## config.mk

```make
export PLATFORM = sky130hd
export DESIGN_NAME = vector_point_sequencer
export DESIGN_NICKNAME = d
export VERILOG_FILES = /design/src/rtl/vector_point_sequencer.sv
export SDC_FILE = /design/constraint.sdc
export NUM_CORES = 1
export LEC_CHECK = 0
export ABC_CLOCK_PERIOD_IN_PS = 4800
export CAP_MARGIN = 0
export CORE_ASPECT_RATIO = 0.75
export CORE_UTILIZATION = 49
export DETAILED_ROUTE_END_ITERATION = 12
export GPL_ROUTABILITY_DRIVEN = 0
export PLACE_DENSITY = 0.87
export SLEW_MARGIN = 10
export SYNTH_ARGS = -nofsm -noshare
export SYNTH_HDL_FRONTEND = slang
export SYNTH_SLANG_ARGS = --single-unit
```

## constraint.sdc

```tcl
create_clock -name clk -period 4.8 [get_ports clk]
set_input_delay 0.96 -clock clk [delete_from_list [all_inputs] [get_ports clk]]
set_output_delay 0.96 -clock clk [all_outputs]
set_load 0.005 [all_outputs]
```

## src/rtl/vector_point_sequencer.sv

```systemverilog
// Vector display point sequencer: feeds destinations to a Bresenham line
// engine, single-steps it, and writes every visited pixel to a dual-channel
// SPI DAC (X on chan A, Y on chan B) followed by a shared LDAC pulse.
module vector_point_sequencer #(
  parameter int BITS         = 12,
  parameter int LDAC_CYCLES  = 2,
  parameter int DWELL_CYCLES = 16
) (
  input  logic            clk,
  input  logic            reset,
  input  logic            cmd_valid,
  output logic            cmd_ready,
  input  logic [BITS-1:0] cmd_x,
  input  logic [BITS-1:0] cmd_y,
  input  logic            cmd_blank,
  output logic            line_strobe,
  output logic [BITS-1:0] line_x_in,
  output logic [BITS-1:0] line_y_in,
  input  logic            line_ready,
  input  logic [BITS-1:0] line_x_out,
  input  logic [BITS-1:0] line_y_out,
  output logic [11:0]     dac_value,
  output logic            dac_axis,
  output logic            dac_strobe,
  input  logic            dac_ready,
  output logic            ldac_n,
  output logic            beam_on,
  output logic            busy
);

  typedef enum logic [3:0] {
    IDLE, START, SEND_X, GUARD_X, WAIT_X, SEND_Y, GUARD_Y, WAIT_Y, LATCH, STEP, DWELL
  } state_t;

  localparam int CW = 16;
  localparam logic [CW-1:0] LDAC_LAST  = CW'(LDAC_CYCLES - 1);
  localparam logic [CW-1:0] DWELL_LAST = CW'((DWELL_CYCLES > 0) ? DWELL_CYCLES - 1 : 0);

  state_t          state, state_nx;
  logic [BITS-1:0] dst_x, dst_y, dst_x_nx, dst_y_nx;
  logic            blank_reg, blank_nx;
  logic [CW-1:0]   cnt, cnt_nx;
  logic [11:0]     dac_value_nx;
  logic            dac_axis_nx, dac_strobe_nx, ldac_n_nx;

  // DAC words are always 12 bits; narrower coordinates sit in the low bits.
  function automatic logic [11:0] zext(input logic [BITS-1:0] v);
    zext = 12'(v);
  endfunction

  // Outputs that are pure decodes of the current state.
  assign cmd_ready   = (state == IDLE);
  assign busy        = (state != IDLE);
  assign line_strobe = (state != STEP);
  assign beam_on     = (state != IDLE) && !blank_reg;
  assign line_x_in   = dst_x;
  assign line_y_in   = dst_y;

  // State and registered outputs; everything returns to idle values on reset.
  always_ff @(posedge clk or negedge reset) begin
    if (!reset) begin
      state      <= IDLE;
      dst_x      <= '0;
      dst_y      <= '0;
      blank_reg  <= 1'b1;
      cnt        <= '0;
      dac_value  <= '0;
      dac_axis   <= 1'b0;
      dac_strobe <= 1'b0;
      ldac_n     <= 1'b1;
    end else begin
      state      <= state_nx;
      dst_x      <= dst_x_nx;
      dst_y      <= dst_y_nx;
      blank_reg  <= blank_nx;
      cnt        <= cnt_nx;
      dac_value  <= dac_value_nx;
      dac_axis   <= dac_axis_nx;
      dac_strobe <= dac_strobe_nx;
      ldac_n     <= ldac_n_nx;
    end
  end

  // Next-state and next-output logic for the point/DAC/LDAC sequence.
  always_comb begin
    state_nx      = state;
    dst_x_nx      = dst_x;
    dst_y_nx      = dst_y;
    blank_nx      = blank_reg;
    cnt_nx        = cnt;
    dac_value_nx  = dac_value;
    dac_axis_nx   = dac_axis;
    dac_strobe_nx = 1'b0;
    ldac_n_nx     = 1'b1;
    case (state)
      IDLE: begin
        if (cmd_valid) begin
          dst_x_nx = cmd_x;
          dst_y_nx = cmd_y;
          blank_nx = cmd_blank;
          state_nx = START;
        end
      end
      START: state_nx = SEND_X;
      SEND_X: begin
        if (dac_ready) begin
          dac_strobe_nx = 1'b1;
          dac_axis_nx   = 1'b0;
          dac_value_nx  = zext(line_x_out);
          state_nx      = GUARD_X;
        end
      end
      // The driver drops dac_ready only after it has seen the strobe.
      GUARD_X: state_nx = WAIT_X;
      WAIT_X:  if (dac_ready) state_nx = SEND_Y;
      SEND_Y: begin
        if (dac_ready) begin
          dac_strobe_nx = 1'b1;
          dac_axis_nx   = 1'b1;
          dac_value_nx  = zext(line_y_out);
          state_nx      = GUARD_Y;
        end
      end
      GUARD_Y: state_nx = WAIT_Y;
      WAIT_Y: begin
        if (dac_ready) begin
          ldac_n_nx = 1'b0;
          cnt_nx    = '0;
          state_nx  = LATCH;
        end
      end
      LATCH: begin
        if (cnt == LDAC_LAST) begin
          cnt_nx = '0;
          if (!line_ready)            state_nx = STEP;
          else if (DWELL_CYCLES == 0) state_nx = IDLE;
          else                        state_nx = DWELL;
        end else begin
          ldac_n_nx = 1'b0;
          cnt_nx    = cnt + CW'(1);
        end
      end
      // Strobe low for this one cycle lets the engine advance one pixel.
      STEP: state_nx = SEND_X;
      DWELL: begin
        if (cnt == DWELL_LAST) begin
          cnt_nx   = '0;
          state_nx = IDLE;
        end else begin
          cnt_nx = cnt + CW'(1);
        end
      end
      default: state_nx = IDLE;
    endcase
  end

endmodule

```

==> impl_metrics.toml, run 1 <==
[run_status]
status = "finished, final reports clean"

[pwr]
p_per_area_nw_per_um2 = 588
power_leakage_nw = 1.62
peakVddDrop_mv = 0.362

[yosys]
muxShareOfSynthArea_pct = 15.1
netlist_instances = 258
yosysWarnings = 0
synth_xor_area_share_pct = 1.23
synth-edff-count = 0
synthTopCellsByArea = "dfrtp_1 (51%), mux2_2 (10%), mux2i_1 (4.2%)"
synth_top_family_by_area = "multiplexers"
synth_seq_area_share_pct = 52.9
synthDistinctLibCells = 45
synth_top_area_share_pct = 51.1
syn_nets = 314
yosysMostFrequentCell = "dfrtp_1"
syn_area_um2 = 2840
synth-simple-area-share_pct = 14.7
synth_compound_area_share_pct = 11.7
synth-async-reset-ratio_pct = 100
ys_ff_latch = 60
synthFlopType = "dfrtp_1"
synthTopCellsByCount = "dfrtp_1 (58), mux2_2 (26), nand2_1 (20), nor2_1 (19), a21oi_1 (18)"
synth_top_area_cell = "dfrtp_1"
syn_area_per_cell_um2 = 11.0
synth_fa_ha_area_share_pct = 0.880

[layout]
fin_util_pct = 73.3
drive_gt1_share_pct = 15.1
instances_no_fill = 432
layout.nets = 408
antenna_cells = 0
largest_register_ffs = 16
syn2layout_area_growth_pct = 41.1
top_register = "cnt"
finalInstanceArea_um2 = 4010

[setup_path]
start_kind = "register"
path_buf_inv = 1
arrival_ns = 1.96
cp_slowest_cell = "dfrtp_1"
end_kind = "output pin"
critical_path_class = "register to output pin"
crit_required_ns = 3.84
slowest_delay_ns = 0.59
path_cells = "nor4_4 -> clkdlybuf4s50_1"
critical-path-top-delay-family = "flip-flops"
cp_max_fo = 16

[hold_path]
hold_class = "register to register"

[global_route]
grt_max_degree = 39
overflow = 0
grt_usage_pct = 22.2
grt_pass1_vias = 2306
antenna_found_initial = 0
grt_pass1_wl_mm = 10.3

[routing]
wire_per_inst_um = 14.9
ant_nets = 0
vias = 2376
firstDrtPassIters = 4
vias_per_cell = 5.50
first_iter_violations = 178
wirelength_mm = 6.46
drc = 0

[sta]
finalCriticalPeriod_ns = 2.92
finalSetupTns_ns = 0
hold_violations = 0
maxSlewViolCount = 0
finalSetupViolCount = 0
rsz0062_at_grt = "false"
max_slew_margin_pct = 49.8
worst_clock_skew_ns = 0.0101
tightest_slew_ns = 0.753
finalCritPeriodShare_pct = 60.8
max_freq_mhz = 343

[clock_network]
cts_resized = 0
htreeDepth = 3
clk_path_buf_depth = 2
post_cts_buffers = 0
insertion_delay_ns = 0.34
cts-buffers-inserted = 9
clkTransAtPathRegs_ns = 0.07
cts_hold_buffers = 0
cts_tree = "built"
cts_root_buf = "clkbuf_8"
numClockSinks = 60

[placed_design]
port_buffers = 96
dpl.hpwl_mm = 4.70
dp_cells = 416
postPlaceCellArea_um2 = 3830

[die]
rows = 23
initial_utilization_pct = 52.0
die_area_um2 = 6110
coreArea_um2 = 5470
die_h_um = 68.0
fp.dieW_um = 90.0
ios = 97

[flow_run]
maxCapViolCount = 0
==> metal layers <==
| layer | share of wire [%] | track usage (%) |
|---|---|---|
| met1 | 40 | 25.3 |
| met3 | 11 | 10.7 |
| met5 | 0 | 0 |
| met2 | 47 | 36.3 |
| met4 | 2.0 | 9.88 |
==> through the flow <==
stage	setup WS, ns	hold WS [ns]	total power [mW]
floorplan	2.83	0.475	1.46
global placement	2.20	0.486	1.91
detailed placement	2.11	0.493	1.96
CTS	1.88	0.512	2.39
global route	1.78	0.520	2.53
finish	1.88	0.505	2.36
==> worst reg2reg max path: cells and delay by family, from the launching register on <==
kind / cells / cell delay [ns]
muxes: 2 / 0.55
and+or+nand+nor: 2 / 0.34
AOI/OAI and AO/OA: 1 / 0.56
adders and majority gates: 1 / 0.26
DFF: 1 / 0.43
==> final cells by class <==
cell class                      count  area, µm²
Inverter                            5       18.8
Fill cell                         394       1460
Clock buffer                        9        124
Clock inverter                      7       58.8
Multi-Input combinational cell    178       1240
Tap cell                           75       93.8
Timing Repair Buffer               98        971
Sequential cell                    60       1500
==> cell usage in the layout (no fill, tap or decap), types with 3 or more instances in the layout <==
master,synthesis,final
a21o_1,4,4
a21oi_1,18,18
a22o_1,3,3
a31oi_1,5,5
a41oi_1,3,3
clkbuf_8,0,9
clkdlybuf4s50_1,0,95
dfrtp_1,58,58
inv_1,5,5
inv_6,0,3
mux2_2,26,26
mux2i_1,12,12
nand2_1,20,20
nand3_1,7,7
nand4_1,4,4
nor2_1,19,19
nor2b_1,5,5
nor3_1,7,7
nor3b_1,3,3
nor4_1,3,3
o21ai_0,10,10
xnor2_1,3,3
==> final timing paths <==
check | startpoint | endpoint | slack, ns | depth (start not counted)
max in group asynchronous | reset | ldac_n | 3.33 | 2
min in group asynchronous | reset | line_y_in[3] | 0.57 | 1
max reg2reg | cnt[0] | state[0] | 2.55 | 6
max | state[1] | cmd_ready | 1.88 | 2
min reg2reg | line_x_in[3] | line_x_in[3] | 0.51 | 1
min | line_x_in[3] | line_x_in[3] | 0.51 | 1
==> cell families after synthesis <==
family                     Yosys count
AOI/OAI and AO/OA                   53
xor gates and xnor gates             4
adders and majority gates            2
DFF                                 60
and+or+nand+nor                     80
muxes                               39
buffers and inverters               20
==> where the power goes <==
part	switching [mW]	internal, mW	leakage, nW	total, mW
Sequential	0.206	0.736	0.732	0.942
Clock	0.216	0.194	0.0868	0.410
Combinational	0.394	0.615	0.799	1.01
(Power assumes the default switching activity.)
==> inputs of run 2 (changes only) <==
--- a/config.mk
+++ b/config.mk
@@ -5,13 +5,13 @@
 export SDC_FILE = /design/constraint.sdc
 export NUM_CORES = 1
 export LEC_CHECK = 0
-export ABC_CLOCK_PERIOD_IN_PS = 4800
+export ABC_CLOCK_PERIOD_IN_PS = 2750
 export CAP_MARGIN = 0
 export CORE_ASPECT_RATIO = 0.75
-export CORE_UTILIZATION = 49
+export CORE_UTILIZATION = 45
 export DETAILED_ROUTE_END_ITERATION = 12
 export GPL_ROUTABILITY_DRIVEN = 0
-export PLACE_DENSITY = 0.87
+export PLACE_DENSITY = 0.81
 export SLEW_MARGIN = 10
 export SYNTH_ARGS = -nofsm -noshare
 export SYNTH_HDL_FRONTEND = slang
==> constraint.sdc (replaced) <==
create_clock -name clk -period 2.75 [get_ports clk]
set_input_delay 0.55 -clock clk [delete_from_list [all_inputs] [get_ports clk]]
set_output_delay 0.55 -clock clk [all_outputs]
set_load 0.005 [all_outputs]
==> run 2 against run 1 <==
Clock skew down 0.0010 ns. Core utilization down 5.3 points. Count of clock-buffer cells in the layout up 1. Global-route usage down 1.3 points. Worst hold slack worse by 0.31 ns. Combinational power up 79%. Wire length down 3.3%. Clock power up 76%. Register-to-register slack worse by 2.0 ns. Flip-flop and latch count unchanged. Total power up 75%. Largest power group unchanged.
==> impl_metrics.toml, run 2 (synthesized netlist as in run 1, its figures left out) <==
[sta]
finalCriticalPeriod_ns = 2.38
rsz0062_at_grt = "false"
hold_violations = 0
maxSlewViolCount = 0
finalSetupViolCount = 0
max_freq_mhz = 420
worst_clock_skew_ns = 0.00904
finalSetupTns_ns = 0
max_slew_margin_pct = 51.4
layout_setup_ws_ns = 0.370
tightest_slew_ns = 0.730
finalCritPeriodShare_pct = 86.5

[clock_network]
cts_resized = 0
clk_path_buf_depth = 2
cts_tree = "built"
cts_hold_buffers = 0
htreeDepth = 3
post_cts_buffers = 0
insertion_delay_ns = 0.34
cts_root_buf = "clkbuf_8"
cts-buffers-inserted = 9
clkTransAtPathRegs_ns = 0.07
numClockSinks = 60

[die]
die_h_um = 70.8
ios = 97
coreArea_um2 = 5950
rows = 24
fp.dieW_um = 93.8
die_area_um2 = 6640
initial_utilization_pct = 47.8

[placed_design]
dpl.hpwl_mm = 4.66
port_buffers = 96
dpl_worst_slack_ns = 0.520

[setup_path]
path_cells = "nor4_4 -> clkdlybuf4s50_1"
slowest_delay_ns = 0.58
arrival_ns = 1.83
path_buf_inv = 1
crit_path_start = "state[0]"
worstReg2RegStart = "cnt[0]"
cp_slowest_cell = "clkdlybuf4s50_1"
end_kind = "output pin"
regToRegSetupSlack_ns = 0.56
critical-path-top-delay-family = "buffers and inverters"
critical_path_class = "register to output pin"
start_kind = "register"
cp_max_fo = 10
crit_required_ns = 2.20

[layout]
layout.nets = 410
syn2layout_area_growth_pct = 42.3
antenna_cells = 0
top_register = "cnt"
drive_gt1_share_pct = 15.6
layout_common_cells = "clkdlybuf4s50_1 (95), dfrtp_1 (58), mux2_2 (26), nand2_1 (20), nor2_1 (19)"
fillers = 456
largest_register_ffs = 16
layout_commonest_cell = "clkdlybuf4s50_1"
fin_util_pct = 68.0

[global_route]
grt_pass1_vias = 2276
grt_usage_pct = 20.9
grt_pass1_wl_mm = 10.7
antenna_found_initial = 0
overflow = 0
grt_max_degree = 37

[pwr]
p_per_area_nw_per_um2 = 1020
peakVddDrop_mv = 0.543
power_leakage_nw = 1.63

[run_status]
status = "finished, final reports clean"

[routing]
wire_per_inst_um = 14.3
vias = 2269
vias_per_cell = 5.19
drc = 0
ant_nets = 0
firstDrtPassIters = 5
wirelength_mm = 6.25
first_iter_violations = 119

[flow_run]
maxCapViolCount = 0

[hold_path]
hold_class = "input pin to asynchronous set/reset pin"
[run 2: cell types whose count changed in the layout (fill, tap and decap cells not counted), sizes merged]
cell      previous run  this run
buf                  3         5
clkbuf               9        10
clkinvlp             2         3
inv                  8         6
[run 2: final timing paths]
kind / endpoint / depth (start not counted)
setup / recovery: cmd_ready / 2
hold / removal: line_x_in[5] / 1
hold reg to reg: line_x_in[2] / 1
setup reg to reg: cnt[15] / 6
max in group asynchronous: ldac_n / 2
min in group clk: line_x_in[2] / 1
[run 2: report_power, final]
part	switching [mW]	internal (mW)
Clock	0.366	0.356
Combinational	0.716	1.09
Sequential	0.318	1.29
[run 2: final cells by class]
type | count | area (µm²) | area share, %
clock buffers | 10 | 138 | 3.40
repair buffers | 100 | 998 | 24.7
clock inverters | 6 | 48.8 | 1.21
well taps | 78 | 97.6 | 2.41
inverters | 5 | 18.8 | 0.464
flip-flops and latches | 60 | 1500 | 37.2
multi-input cells | 178 | 1240 | 30.7
[run 2: worst reg2reg max path: stages, from the launching register on]
cell and delay [ns]:
dfrtp_1 0.44, ha_1 0.27, and3_4 0.21, mux2_4 0.27
a21o_1 0.31, or4_1 0.53, nand3_1 0.09
[run 2: per-stage QoR]
stage	hold slack, ns	power (mW)	cell area [µm²]	std cells
final	0.193	4.13	4050	437
after global routing	0.231	4.45	4050	437
after CTS	0.200	4.18	4050	437
after detailed placement	0.492	3.44	3860	421
after global placement	0.486	3.36	3860	421
after floorplan	0.254	2.54	2840	258
[run 2: routing by layer]
layer	vias to the layer above	track usage, %	wire length, µm
li1	1117	-	-
met1	1051	26.0	2750
met2	94	32.5	2830
met3	7	10.0	601
met4	0	6.15	61
met5	-	0	0
